## src/rtl/sub_pkg.sv

```systemverilog
// Shared types and constants for the bit-serial subtractor.
package sub_pkg;

  typedef enum logic [1:0] {IDLE, SHIFT, DONE} sub_state_t;

  // Default operand width and the bit-counter width it needs.
  localparam int SUB_WIDTH_DEF = 3;
  localparam int CNT_W         = $clog2(SUB_WIDTH_DEF);

endpackage

```

## src/rtl/full_subtractor.sv

```systemverilog
// One-bit full subtractor: d = x - y - bi, bo = borrow out.
module full_subtractor (
  input  logic x,
  input  logic y,
  input  logic bi,
  output logic d,
  output logic bo
);

  // Borrow out when x is 0 and y is 1, or when x == y and a borrow comes in.
  always_comb begin
    d  = x ^ y ^ bi;
    bo = (~x & y) | (~(x ^ y) & bi);
  end

endmodule

```

## src/rtl/serial_subtractor.sv

```systemverilog
// Bit-serial subtractor: diff = a - b - bin over WIDTH cycles, LSB first.
module serial_subtractor
  import sub_pkg::*;
#(
  parameter int WIDTH = 3
) (
  input  logic             clk,
  input  logic             rst,
  input  logic             start,
  input  logic [WIDTH-1:0] a,
  input  logic [WIDTH-1:0] b,
  input  logic             bin,
  output logic [WIDTH-1:0] diff,
  output logic             bout,
  output logic             busy,
  output logic             done
);

  // Counter must reach WIDTH-1; never narrower than the package default.
  localparam int CW = ($clog2(WIDTH) > CNT_W) ? $clog2(WIDTH) : CNT_W;
  localparam logic [CW-1:0] LAST = CW'(WIDTH - 1);

  sub_state_t       state_q, state_d;
  logic [WIDTH-1:0] a_sh_q, a_sh_d;
  logic [WIDTH-1:0] b_sh_q, b_sh_d;
  logic [WIDTH-1:0] res_q, res_d;
  logic [WIDTH-1:0] diff_q, diff_d;
  logic             borrow_q, borrow_d;
  logic             bout_q, bout_d;
  logic [CW-1:0]    cnt_q, cnt_d;
  logic             cell_d, cell_bo;
  logic             accept;

  full_subtractor u_cell (
    .x  (a_sh_q[0]),
    .y  (b_sh_q[0]),
    .bi (borrow_q),
    .d  (cell_d),
    .bo (cell_bo)
  );

  assign accept = start && (state_q == IDLE || state_q == DONE);

  // Next-state: load on accept, one bit per SHIFT cycle, publish result on entry to DONE.
  always_comb begin
    state_d  = state_q;
    a_sh_d   = a_sh_q;
    b_sh_d   = b_sh_q;
    res_d    = res_q;
    diff_d   = diff_q;
    borrow_d = borrow_q;
    bout_d   = bout_q;
    cnt_d    = cnt_q;
    case (state_q)
      IDLE, DONE: begin
        if (accept) begin
          state_d  = SHIFT;
          a_sh_d   = a;
          b_sh_d   = b;
          borrow_d = bin;
          res_d    = '0;
          cnt_d    = '0;
        end else if (state_q == DONE) begin
          state_d = IDLE;
        end
      end
      SHIFT: begin
        a_sh_d   = a_sh_q >> 1;
        b_sh_d   = b_sh_q >> 1;
        res_d    = {cell_d, res_q[WIDTH-1:1]};
        borrow_d = cell_bo;
        cnt_d    = cnt_q + 1'b1;
        if (cnt_q == LAST) begin
          state_d = DONE;
          // diff only moves here, so it never shows partial results.
          diff_d  = {cell_d, res_q[WIDTH-1:1]};
          bout_d  = cell_bo;
        end
      end
      default: state_d = IDLE;
    endcase
  end

  // State registers; synchronous reset aborts any operation in flight.
  always_ff @(posedge clk) begin
    if (rst) begin
      state_q  <= IDLE;
      a_sh_q   <= '0;
      b_sh_q   <= '0;
      res_q    <= '0;
      diff_q   <= '0;
      borrow_q <= 1'b0;
      bout_q   <= 1'b0;
      cnt_q    <= '0;
    end else begin
      state_q  <= state_d;
      a_sh_q   <= a_sh_d;
      b_sh_q   <= b_sh_d;
      res_q    <= res_d;
      diff_q   <= diff_d;
      borrow_q <= borrow_d;
      bout_q   <= bout_d;
      cnt_q    <= cnt_d;
    end
  end

  // Status flags are pure decodes of the state register.
  assign busy = (state_q == SHIFT);
  assign done = (state_q == DONE);
  assign diff = diff_q;
  assign bout = bout_q;

endmodule

```

## config.mk

```make
export PLATFORM = sky130hd
export DESIGN_NAME = serial_subtractor
export DESIGN_NICKNAME = d
export VERILOG_FILES = /design/src/rtl/sub_pkg.sv /design/src/rtl/full_subtractor.sv /design/src/rtl/serial_subtractor.sv
export SDC_FILE = /design/constraint.sdc
export NUM_CORES = 1
export LEC_CHECK = 0
export CORE_MARGIN = 2
export CORE_UTILIZATION = 39
export CTS_CLUSTER_SIZE = 28
export DETAILED_ROUTE_END_ITERATION = 8
export DONT_BUFFER_PORTS = 1
export GPL_ROUTABILITY_DRIVEN = 0
export SYNTH_ARGS = -nofsm -noshare
export SYNTH_HDL_FRONTEND = slang
export SYNTH_SLANG_ARGS = --single-unit
```

## constraint.sdc

```tcl
create_clock -name clk -period 1.36 [get_ports clk]
set_input_delay 0.34 -clock clk [delete_from_list [all_inputs] [get_ports clk]]
set_output_delay 0.34 -clock clk [all_outputs]
set_load 0.1 [all_outputs]
```

; Yosys cells after proc, flatten, opt, wreduce, memory -nomap -nowiden
; Index checks and enable logic that the tools add are counted.
[classes]
n_bitwise = 7
n_reduce_logical = 8
addsub = 1
mux = 14
eq_ne = 6
[ops]
columns = operator, n
row1 = 3-bit case mux with 2 select lines, 3
row2 = 3-bit two-way mux, 3
row3 = 2-bit two-way mux, 4
row4 = 2-bit case mux with 2 select lines, 2
row5 = 2-bit AND reduction, 3
row6 = 2-bit equality test (second input constant), 2
row7 = 3-bit inequality test (second input constant), 1
row8 = 2-bit by 1-bit adder with 2-bit output (second input constant), 1
row9 = 1-bit AND, 2
row10 = 2-bit by 1-bit equality test with 1-bit output (second input constant), 1
row11 = 2-bit zero test, 1
row12 = 2-bit by 1-bit inequality test with 1-bit output (second input constant), 1
row13 = 2-bit inequality test (second input constant), 1
row14 = 1-bit NOT, 2
row15 = 1-bit case mux with 2 select lines, 1
row16 = 2-bit nonzero test, 1
row17 = 2-bit OR reduction, 1
row18 = 1-bit bitwise XOR, 2
row19 = 1-bit logical AND, 1
row20 = 1-bit logical OR, 1
row21 = 1-bit two-way mux, 1
row22 = 1-bit bitwise OR, 1
[word_totals]
output_inout_bits = 6
wordCells = 44
register_bits = 18

; Depth between registers and ports, before layout
; Gate-level depths: netlist of the first run.
[depth]
word_depth = 5
ltp_mapped = 5
ltp_nobuf = 5

; Hierarchy
; From an unflattened synthesis of the first run, not the netlist that was laid out.
[unflattened]
cells_unflattened = 87
area_unflattened_um2 = 782.0
[modules_own_cells]
columns = mod, area_each_um2, cells_per_inst, seq_area_each_um2, n_inst
row1 = serial_subtractor, 750.7, 83, 340.3, 1
row2 = full_subtractor, 31.3, 4, 0.0, 1

; Least setup slack after synthesis of the first run
; No wires, ideal clock.
[synth_timing]
path_kind = reg2out
startpoint = register state_q[0]
endpoint = output done
path_stages_with_launch = 2
arrival_time_ps = 1664
slack_ps = -644
required_time_ps = 1020
path_cell_list = dfxtp_1 nor2b_1
[synth_via]
elab_chain_cells = 1
[synth_rtl]
columns = item, line
row1 = "start, declared", serial_subtractor.sv:23  ; sub_state_t state_q, state_d;
row2 = "start signal, assigned", serial_subtractor.sv:96  ; state_q <= state_d;
row3 = 2-bit equality test, serial_subtractor.sv:109  ; assign done = (state_q == DONE);
row4 = "end, declared", serial_subtractor.sv:16  ; output logic done
; No other way between the ends.

; Worst setup path after layout of the first run
; Ends and elaborated chain as after synthesis.

==> impl.org, run 1 <==
** Worst setup path
- Grouping stages by cell kind, the critical path spends the most delay in flip-flops.
- Along the worst path, the maximum fanout reaches 3.
- Crit path capture type :: primary output
- Data on the critical path is required at its endpoint by between 1 and 1.5 ns.
- Delay of the slowest cell on the worst path :: about 0.36 ns
- Critical path, cell by cell :: buf_6, nor2b_4, buf_12
- Critical path's slowest cell :: sky130_fd_sc_hd__dfxtp_2
- Data on the critical path arrives at its endpoint at 1.05 ns.
- Critical setup path kind :: flip-flop to primary output
- Together, buffers and inverters on the worst path number 2.
- STA classifies the critical path startpoint as a flip-flop.

** Timing
- The max-slew violation count is 0.
- The worst path uses 102% of the clock period.
- Setup violations remaining at the end of the flow were counted as 1.
- Number of endpoints with negative hold slack in the final report :: 0
- Setup repair after global routing could not meet its margin everywhere.
- FMAX :: 721 MHz
- Smallest setup slack after layout :: -0.0261 ns
- Headroom to the max-slew limit came out at 80.7%.
- Across the routed clock network, the largest skew measured is roughly 0.0011 ns.
- After layout, the minimum clock period comes to ~1.4 ns.
- At the pin with the least slew margin, the transition time is just under 0.3 ns.
- Final hold analysis gives a worst-case slack of around 0.11 ns.

** Floorplan
- Area of the die :: roughly 2300 sq um
- Once the floorplan was initialized, standard cells occupied between 40% and 50% of the core.
- In this run the horizontal extent of the chip is between 40 and 50 um.
- The core region is about 1900 sq um.
- Number of rows in the core area :: 16
- In this run the vertical extent of the chip is 48.3 um.
- 16 I/O pins were placed.

** Final layout
- Number of nets in the finished design :: around 110
- Filler cell count :: ~200
- The number of antenna diodes in the final layout is 0.
- Fraction of layout cells with a size suffix above 1 :: approximately 28%
- FF+latch area :: 343 sq um
- In the final layout, the multi-input gates occupy 372 sq um.
- Relative to the synthesized area, the layout overhead comes to 21.8%.

** GRT
- Number of global-route vias before repair :: approximately 520
- Entering global routing, the biggest net connects 18 pins.
- Total routing resource utilization after global routing :: between 10 and 15%
- Global routing finished with a remaining overflow of 0.
- Initial antenna violation count :: 0
- Global-route wire length before repair :: approximately 2.2 mm

** Clock tree
- The clock passes through at most 2 buffers.
- Clk Latency, worst-skew pair :: approximately 0.28 ns
- Buffers inserted during clock tree synthesis total 3.
- For this design, the sink count on the clock tree is 17.
- CTS tree :: yes
- After clock tree synthesis, the clock-pin slew on the worst setup and hold paths is roughly 0.090 ns.
- In this run the clock root is driven by a sky130_fd_sc_hd__clkbuf_4.
- CTS built an H-tree with a depth of 1.
- For this design, the CTS-stage hold fixing added 0 buffers.

** Run status
- Run status :: complete, but fails checks
- The final reports fail on setup timing.

** Synthesis
- Total of flip-flops plus latches after synthesis :: 17
- Top post-synthesis cells by area :: sky130_fd_sc_hd__dfxtp_1 45%, sky130_fd_sc_hd__a311oi_2 9.8%, sky130_fd_sc_hd__nand2_1 7.9%, sky130_fd_sc_hd__a21oi_1 6.5%, sky130_fd_sc_hd__nand3_1 6.5%
- Synth warn :: 0
- Net count of the mapped netlist :: 97
- Summed instance area of the synthesized netlist :: ~760 sq um
- Cell type with the highest aggregate area in the netlist :: sky130_fd_sc_hd__dfxtp_1
- Post-synth EDFFs :: 0
- Fraction of the yosys area taken by sequential cells :: ~45%
- The top cell type by area accounts for between 40% and 50% of the synthesized area.
- After synthesis, the share of flip-flops with an asynchronous set or reset is 0%.
- Synthesized area divided by synthesized cell count :: 8.99 sq um
- Synthesis produced a netlist whose cell count is 85.
- sky130_fd_sc_hd__dfxtp_1 is the most common cell in the netlist.
- The synthesized netlist contains 20 unique library cells.
- The most used flip-flop cell after synthesis is sky130_fd_sc_hd__dfxtp_1.
- The commonest cells after synthesis are 17 x sky130_fd_sc_hd__dfxtp_1, 16 x sky130_fd_sc_hd__nand2_1, 10 x sky130_fd_sc_hd__a21oi_1, 10 x sky130_fd_sc_hd__nand3_1, 6 x sky130_fd_sc_hd__nor2_1.

** Run
- Across the run, the number of max-cap violations was 0.

** Power and ir drop
- Power spread over the standard cell area amounts to 1060 nW/um^2.
- Static Leak :: between 0.0003 and 0.0004 uW
- Maximum VDD drop :: around 0.66 mV

** Routing
- In the final routed layout, each cell accounts on average for between 10 and 15 um.
- # DRC :: 0
- The first detailed-routing pass took 4 iterations.
- The routed design has between 1 and 1.5 mm of wire.
- Remaining antenna violation count :: 0
- In the routed layout, each cell is associated on average with a via count of between 4 and 5.
- Initial DRC Count :: 17
- The routed layout has 580 vias.

** Placed design
- Post-Place Setup Slack :: about 0.16 ns
- Buffers added on ports :: 0
- Half-perimeter wire length after placement :: 975 um

** Hold path
- Worst min path class :: primary input to flip-flop
-- placed cells by master (no fill, tap or decap), types with 2 or more instances in the layout --
master / Yosys / final
sky130_fd_sc_hd__inv_1: 3 / 3
sky130_fd_sc_hd__a311oi_2: 5 / 5
sky130_fd_sc_hd__nand2_1: 16 / 16
sky130_fd_sc_hd__clkbuf_4: 0 / 3
sky130_fd_sc_hd__dfxtp_2: 0 / 2
sky130_fd_sc_hd__dfxtp_1: 17 / 15
sky130_fd_sc_hd__nor2_1: 6 / 6
sky130_fd_sc_hd__nand3_1: 10 / 10
sky130_fd_sc_hd__a21oi_1: 10 / 10
sky130_fd_sc_hd__buf_4: 0 / 6
sky130_fd_sc_hd__buf_12: 0 / 4
-- layer usage --
layer | global-route usage, % | wire, um | part of all wire, %
met3 | 3.33 | 87 | 6.4
met2 | 19.7 | 620 | 46
met5 | 0 | 0 | 0
met1 | 18.7 | 633 | 47
met4 | 6.49 | 9 | 0.67
-- sequential cells by signal, summed over array words and instances (netlist names) --
| name | cells |
|---|---|
| cnt_q | 2 |
| borrow_q | 1 |
| a_sh_q | 3 |
| state_q | 2 |
| res_q | 2 |
| bout | 1 |
| b_sh_q | 3 |
| diff | 3 |
-- power breakdown --
part	internal [uW]	switching, uW
Sequential	526	17.2
Combinational	80.0	108
Clock	114	142
Total	720	267
-- worst register-to-register path, delay by kind of cell (launching register included) --
family | cells | cell delay (ns)
buf+inv | 1 | 0.06
flops | 1 | 0.34
fa+ha+maj | 1 | 0.46
compound gates | 2 | 0.27
-- final timing paths --
kind / cells after the start / to / slack [ns] / startpoint
worst max-delay path: 3 / done / -0.03 / state_q[0]
worst min-delay path: 1 / state_q[1] / 0.11 / rst
worst max register to register: 4 / borrow_q / 0.17 / b_sh_q[0]
worst min register to register: 2 / diff[1] / 0.46 / diff[1]
-- final cells by class --
| type | instances | area share, % |
|---|---|---|
| tap | 27 | 3.63 |
| clock buffer | 4 | 2.82 |
| sequential | 17 | 36.8 |
| timing repair buffer | 11 | 14.7 |
| inverter | 4 | 2.15 |
| multi-input combinational | 58 | 39.9 |
-- stage by stage --
step	instance area, sq um	setup TNS [ns]	total power [uW]	utilization [%]	std cells
finish	931	-0.0261	987	48.9	121
global route	931	-0.0957	1050	48.9	121
CTS	930	-0.0329	1000	48.9	121
detailed placement	871	0	726	45.8	116
global placement	871	0	721	45.8	116
floorplan	772	0	708	-	85
-- what timing repair did --
action                     in CTS  in global routing
hold endpoints to repair        0                  0
gates resized for setup         7                  1
setup buffers                   1                  0
setup endpoints to repair       2                  2
-- logic make-up (layout without fill, tap and decap cells) --
kind of cell | Yosys count | count (layout) | share of synthesized area (%)
flip-flops | 17 | 17 | 44.5
adder cells (fa/ha/maj) | 2 | 2 | 4.26
AO/OA/AOI/OAI | 18 | 18 | 19.6
buffers and inverters | 10 | 19 | 8.84
AND/OR/NAND/NOR | 38 | 38 | 22.8
Power figures use the tool's default switching activity.
==> run 2, diff against run 1 <==
--- a/config.mk
+++ b/config.mk
@@ -5,7 +5,7 @@
 export SDC_FILE = /design/constraint.sdc
 export NUM_CORES = 1
 export LEC_CHECK = 0
-export CORE_MARGIN = 2
+export CORE_MARGIN = 5
 export CORE_UTILIZATION = 39
 export CTS_CLUSTER_SIZE = 28
 export DETAILED_ROUTE_END_ITERATION = 8
==> run 2 against run 1 <==
  * Die area grew 26%
  * First-iteration DRC count grew 5.9%
  * Clock skew grew 0.0011 ns
  * Sequential share of layout area shrank 0.46 points
  * Largest power group unchanged
  * Clock power grew 3%
  * The run now ends clean
  * Critical path type unchanged
==> impl.org, run 2 (same netlist as run 1, synthesis figures left out) <==
** Clock tree
- Clk sinks :: 17 (unchanged)
- Total of hold buffers inserted after clock tree synthesis :: 0 (unchanged)
- Clk Latency, worst-skew pair :: 0.28 ns (about the same)
- Register clock-pin slew on the reported worst setup and hold paths :: 0.09 ns (about the same)
- The number of buffers on the longest clock path came to 2 (unchanged).
- Clk root buf :: sky130_fd_sc_hd__clkbuf_4
- TritonCTS built the clock tree.
- The clock buffer count from CTS came to 3 (unchanged).
- The depth of the CTS H-tree came to 1 (unchanged).

** Timing
- Part of the cycle the worst path needs :: 99.6% (-2.3 points)
- Number of endpoints with negative hold slack in the final report :: 0 (unchanged)
- The timing-limited maximum frequency was 738 MHz (+2.3%).
- The max-slew headroom at the worst pin is 80.9% (+0.15 points).
- The measured slew at the worst slew-check pin was 0.287 ns (-0.00224 ns).
- The worst setup skew after layout was 0.00216 ns (+0.00107 ns).
- RSZ-0062 raised after global routing :: true
- Period minus WS final :: 1.35 ns (-0.0315 ns)
- Number of max-slew violations in the final report :: 0 (unchanged)
- Setup violation total in the final timing report :: 0 (-1)

** Routing
- Initial DRC Count :: 18 (+1)
- Final wirelength :: 1.51 mm (+12%)
- The length of the first detailed-routing pass in iterations was 4 (unchanged).
- Remaining antenna violation count :: 0 (unchanged)
- The detailed-route via count came to 599 (+3.3%).
- The final routed DRC violation total is 0 (unchanged).
- Detail-routed net length per standard cell :: 12.4 um (+12%)
- The via density per instance came to 4.95 (+3.3%).

** Worst setup path
- The worst path required time is 1.02 ns (about the same).
- The worst setup path is captured at a primary output.
- Critical path, cell by cell :: nand2b_4, clkinv_8, buf_12
- Critical path's slowest cell :: sky130_fd_sc_hd__dfxtp_2
- The highest fanout seen on the critical path was 3 (unchanged).
- Critical setup path kind :: flip-flop to primary output
- The worst endpoint data arrival time came to 1.01 ns (-0.04 ns).
- Delay of the slowest cell on the worst path :: 0.35 ns (about the same)
- STA classifies the critical path startpoint as a flip-flop.

** Final layout
- In the layout the commonest cells are 16 x sky130_fd_sc_hd__nand2_1, 15 x sky130_fd_sc_hd__dfxtp_1, 10 x sky130_fd_sc_hd__nand3_1, 10 x sky130_fd_sc_hd__a21oi_1.
- Post-route design area :: 950 sq um (+2.0%)
- The share of the core filled with cells in the final layout was 49.4% (+0.47 points).
- Fraction of layout cells with a size suffix above 1 :: 27.7% (unchanged)
- Filler cell count :: 205 (+2.0%)
- Number of nets in the finished design :: 107 (unchanged)
- Area grow syn2layout :: 24.2%
- Antenna cells :: 0 (unchanged)
- The area of the multi-input gates is 372 sq um (unchanged).
- The library cell used most frequently in the layout, excluding fill and tap cells, is sky130_fd_sc_hd__nand2_1.
- The register area is 345 sq um (+0.73%).

** Floorplan
- The number of core rows came to 16 (unchanged).
- The number of primary I/O pins was 16 (unchanged).
- Area of the die :: 2950 sq um (+26%)
- The effective utilization at floorplan is 39.8% (-0.42 points).
- The area inside the core boundary was 1920 sq um (+1.1%).
- Die width :: 54.3 um (+12%)
- The chip height was 54.3 um (+12%).

** Run status
- The run finished with clean final reports.

** Power and ir drop
- Net switching fraction of the power :: 27.8% (+0.72 points)
- Maximum VDD drop :: 0.728 mV (+9.5%)
- The reported leakage power is 0.000336 uW (+1.3%).
- Logic gate share of total power :: 19.0% (about the same)
- The fraction of power consumed by the clock network came to 26.3% (+0.4 points).
- The portion of total power attributed to sequential cells is 54.7% (-0.4 points).
- The cell-internal power came to 719 uW (-0.12%).
- The switching power was 276 uW (+3.6%).
- Power per unit of standard cell area :: 1050 nW/um^2 (-1.1%)

** GRT
- Global-route congestion overflow total :: 0 (unchanged)
- Initial antenna violation count :: 0 (unchanged)
- Number of global-route vias before repair :: 620 (+20%)
- The total routing usage reported by global routing was 12.4% (-1.2 points).
- Global-route wire length before repair :: 2.55 mm (+16%)
- The largest net degree at the start of global routing is 18 (unchanged).

** Placed design
- Half-perimeter wire length after placement :: 992 um (+1.7%)
- Instance area at placement :: 881 sq um (+1.1%)
- Buffers added on ports :: 0 (unchanged)

** Hold path
- The min-delay analysis places its worst path in the category primary input to flip-flop.

** Run
- The number of violations of the max-capacitance limit was 0 (unchanged).
run 2: stage by stage:
step	setup WS (ns)	hold WS, ns	setup TNS [ns]	total power, uW	std cells
floorplan	0.0465	0.444	0	708	85
global placement	0.180	0.411	0	721	114
detailed placement	0.162	0.413	0	726	114
CTS	0.000752	0.0912	0	1010	120
global route	-0.0582	0.0699	-0.0760	1070	121
finish	0.00538	0.101	0	995	121
run 2: final cells by class:
type	count	area share (%)
Clock buffer	4	2.77
Inverter	4	2.90
Multi-Input combinational cell	58	39.1
Sequential cell	17	36.4
Tap cell	27	3.56
Timing Repair Buffer	11	15.3
run 2: power by group through the flow:
stage,Sequential [uW],Clock (uW),Combinational (uW)
global route,549,307,209
floorplan,555,0,152
detailed placement,555,0,171
CTS,545,277,186
finish,545,262,189
global placement,554,0,167
run 2: metal layers:
| layer | track usage (%) | part of all wire (%) |
|---|---|---|
| met3 | 6.27 | 6.7 |
| met2 | 19.7 | 49 |
| met4 | 6.64 | 0.66 |
| met5 | 0 | 0 |
| met1 | 13.3 | 43 |
run 2: critical path: cells and delay by family, from the launching register on:
family	cells	cell delay, ns
buffers and inverters	2	0.22
DFF	1	0.35
and+or+nand+nor	1	0.16
run 2: what timing repair did:
item                                    in CTS  in global routing
endpoints found under the setup margin       1                  2
resized for setup                            4                  1
buffers inserted                             2                  1
run 2: path summary, 6_finish.rpt:
check                                start         end  slack [ns]  cells after the start
worst min-delay path                   rst  state_q[0]        0.10                      1
worst max-delay path            state_q[1]        busy       0.005                      3
worst min register to register   b_sh_q[2]   b_sh_q[2]        0.46                      2
worst max register to register  state_q[1]   a_sh_q[1]        0.12                      5
==> run 3, diff against run 2 <==
--- a/config.mk
+++ b/config.mk
@@ -11,6 +11,7 @@
 export DETAILED_ROUTE_END_ITERATION = 8
 export DONT_BUFFER_PORTS = 1
 export GPL_ROUTABILITY_DRIVEN = 0
+export RECOVER_POWER = 50
 export SYNTH_ARGS = -nofsm -noshare
 export SYNTH_HDL_FRONTEND = slang
 export SYNTH_SLANG_ARGS = --single-unit
==> run 3 against run 2 <==
  * Power is 0.18% lower
  * Critical path type unchanged
  * Critical path depth unchanged
  * First-iteration DRC count did not move
  * Global-route usage stayed put
  * Sequential share of layout area unchanged
  * Largest power group unchanged
  * Setup slack better by 0.0014 ns
  * Non-clock buffer count stayed put
  * Combinational power barely moved
  * Die area did not move
  * Worst hold slack better by 0.0013 ns
  * Largest cell class unchanged
  * Design area did not move
==> impl.org, run 3 (same netlist as run 1, synthesis figures left out) <==
** Run status
- The run finished with clean final reports.

** Routing
- Number of vias per cell after detailed routing :: 4.90 (-1.0%)
- The number of nets with antenna violations after routing was 0 (unchanged).
- Detail-routed net length per standard cell :: 12.4 um (-0.13%)
- # DRC :: 0 (unchanged)
- First-pass iteration count of the detailed router :: 4 (unchanged)
- The number of violations reported at the end of detailed-routing iteration 0 came to 18 (unchanged).
- Total number of vias :: 593 (-1.0%)
- The wire length after detailed routing is 1.50 mm (-0.13%).

** Clock tree
- The register clock-pin slew on the reported worst setup and hold paths came to 0.09 ns (about the same).
- TritonCTS built the clock tree.
- Clk Latency, worst-skew pair :: 0.28 ns (about the same)
- Clock Path Buffers :: 2 (unchanged)
- The hold-fix buffer count after cts came to 0 (unchanged).
- CTS H-Tree Depth :: 1 (unchanged)
- Clk sinks :: 17 (unchanged)
- The tree is rooted in a sky130_fd_sc_hd__clkbuf_4.
- The clock buffer count from CTS was 3 (unchanged).

** Final layout
- Number of nets in the finished design :: 107 (unchanged)
- The ratio of cells with drive above 1 in the final layout is 27.7% (unchanged).
- The library cells used most frequently in the layout, excluding fill and tap cells, are 16 x sky130_fd_sc_hd__nand2_1, 15 x sky130_fd_sc_hd__dfxtp_1, 10 x sky130_fd_sc_hd__nand3_1, 10 x sky130_fd_sc_hd__a21oi_1, 6 x sky130_fd_sc_hd__nor2_1.
- Area grow syn2layout :: 24.2% (unchanged)
- The share of the core filled with cells in the final layout came to 49.4% (unchanged).
- Filler cell count :: 205 (unchanged)
- Multi-input gate area in the final layout :: 372 sq um (unchanged)
- Most common cell after layout, fill and taps aside :: sky130_fd_sc_hd__nand2_1
- The antenna diode count is 0 (unchanged).
- FF+latch area :: 345 sq um (unchanged)
- The cell area after layout came to 950 sq um (unchanged).

** GRT
- Total routing resource utilization after global routing :: 12.4% (unchanged)
- The met3 track demand over resource in global routing is 6.27% (unchanged).
- The routing usage on met2 is 19.7% (unchanged).
- After global routing, the most crowded layer is met2.
- The met1 usage in global routing came to 13.3% (unchanged).
- The largest net degree at the start of global routing came to 18 (unchanged).
- The number of global-route vias before repair was 620 (unchanged).
- The initial antenna violation count came to 0 (unchanged).
- Global-route wire length before repair :: 2.55 mm (unchanged)
- The total overflow reported by the global router is 0 (unchanged).

** Floorplan
- The number of core rows was 16 (unchanged).
- The effective utilization at floorplan is 39.8% (unchanged).
- Die width :: 54.3 um (unchanged)
- Area of the core :: 1920 sq um (unchanged)
- Y dimension of the die :: 54.3 um (unchanged)
- Area of the die :: 2950 sq um (unchanged)
- Number of top-level design ports :: 16 (unchanged)

** Timing
- The count of final hold-check violations came to 0 (unchanged).
- The final critical-path share of the clock period was 99.5% (-0.10 points).
- Worst setup skew after layout :: 0.00231 ns (+0.000149 ns)
- Setup violation total in the final timing report :: 0 (unchanged)
- The timing-limited maximum frequency is 739 MHz (+0.10%).
- The measured slew at the worst slew-check pin is 0.287 ns (-0.000000834 ns).
- The max-slew headroom at the worst pin is 80.9% (about the same).
- The time the final worst path needs with I/O delays and setup came to 1.35 ns (-0.00136 ns).
- RSZ-0062 raised after global routing :: true
- Number of max-slew violations in the final report :: 0 (unchanged)

** Worst setup path
- Crit path capture type :: primary output
- Arr. time, crit path :: 1.01 ns (about the same)
- Crit-path max FO :: 3 (unchanged)
- The worst path required time was 1.02 ns (about the same).
- Sort of element at the start of the critical path :: flip-flop
- The worst setup path is of the flip-flop to primary output kind.

** Power and ir drop
- Maximum VDD drop :: 0.725 mV (-0.41%)
- The total power per unit cell area came to 1050 nW/um^2 (-0.18%).
- Static Leak :: 0.000336 uW (about the same)

** Placed design
- The HPWL after detailed placement was 992 um (unchanged).
- Instance area at placement :: 881 sq um (unchanged)
- Buffers added on ports :: 0 (unchanged)

** Run
- The number of violations of the max-capacitance limit came to 0 (unchanged).

** Hold path
- Worst min path class :: primary input to flip-flop
==> run 3: cell types whose count changed in the layout (fill, tap and decap cells not counted) <==
| cell | delta |
|---|---|
| sky130_fd_sc_hd__clkbuf_4 | +1 |
| sky130_fd_sc_hd__buf_4 | -1 |
==> run 3: where the power goes <==
part / switching, uW / internal (uW)
clock network: 147 / 114
registers: 19.2 / 526
logic: 109 / 79.0
==> run 3: per-layer routing <==
| layer | vias to the layer above | share of wire [%] |
|---|---|---|
| met4 | 0 | 0.60 |
| met3 | 2 | 8.2 |
| met5 | - | 0 |
| met2 | 20 | 49 |
| met1 | 264 | 42 |
| li1 | 307 | - |
==> run 3: final timing paths <==
check	start	to	slack, ns	depth (start not counted)
worst max-delay path	state_q[1]	busy	0.007	3
worst min-delay path	rst	state_q[0]	0.10	1
worst max register to register	state_q[1]	a_sh_q[1]	0.09	5
worst min register to register	b_sh_q[2]	b_sh_q[2]	0.46	2
==> run 3: worst max-delay path: stages, from the launching register on <==
cell	delay (ns)
sky130_fd_sc_hd__dfxtp_2	0.35
sky130_fd_sc_hd__nand2b_4	0.16
sky130_fd_sc_hd__clkinv_8	0.06
sky130_fd_sc_hd__buf_12	0.16
==> run 3: stage by stage <==
stage / hold slack (ns) / total power [uW] / std cells / setup slack [ns] / TNS, ns
4_1_cts: 0.0912 / 1010 / 120 / 0.000752 / 0
6_report: 0.103 / 994 / 121 / 0.00674 / 0
3_3_place_gp: 0.411 / 721 / 114 / 0.180 / 0
2_1_floorplan: 0.444 / 708 / 85 / 0.0465 / 0
3_5_place_dp: 0.413 / 726 / 114 / 0.162 / 0
5_1_grt: 0.0699 / 1070 / 121 / -0.0582 / -0.0974
==> run 3: timing repair <==
action | 4_1_cts | 5_1_grt
gates resized for setup | 4 | 1
endpoints found under the setup margin | 1 | 2
buffers inserted | 2 | 1
==> run 3: layout make-up <==
type | instances | area share (%)
timing repair buffer | 11 | 15.3
multi-input combinational | 58 | 39.1
sequential | 17 | 36.4
inverter | 4 | 2.90
clock buffer | 4 | 2.77
tap | 27 | 3.56
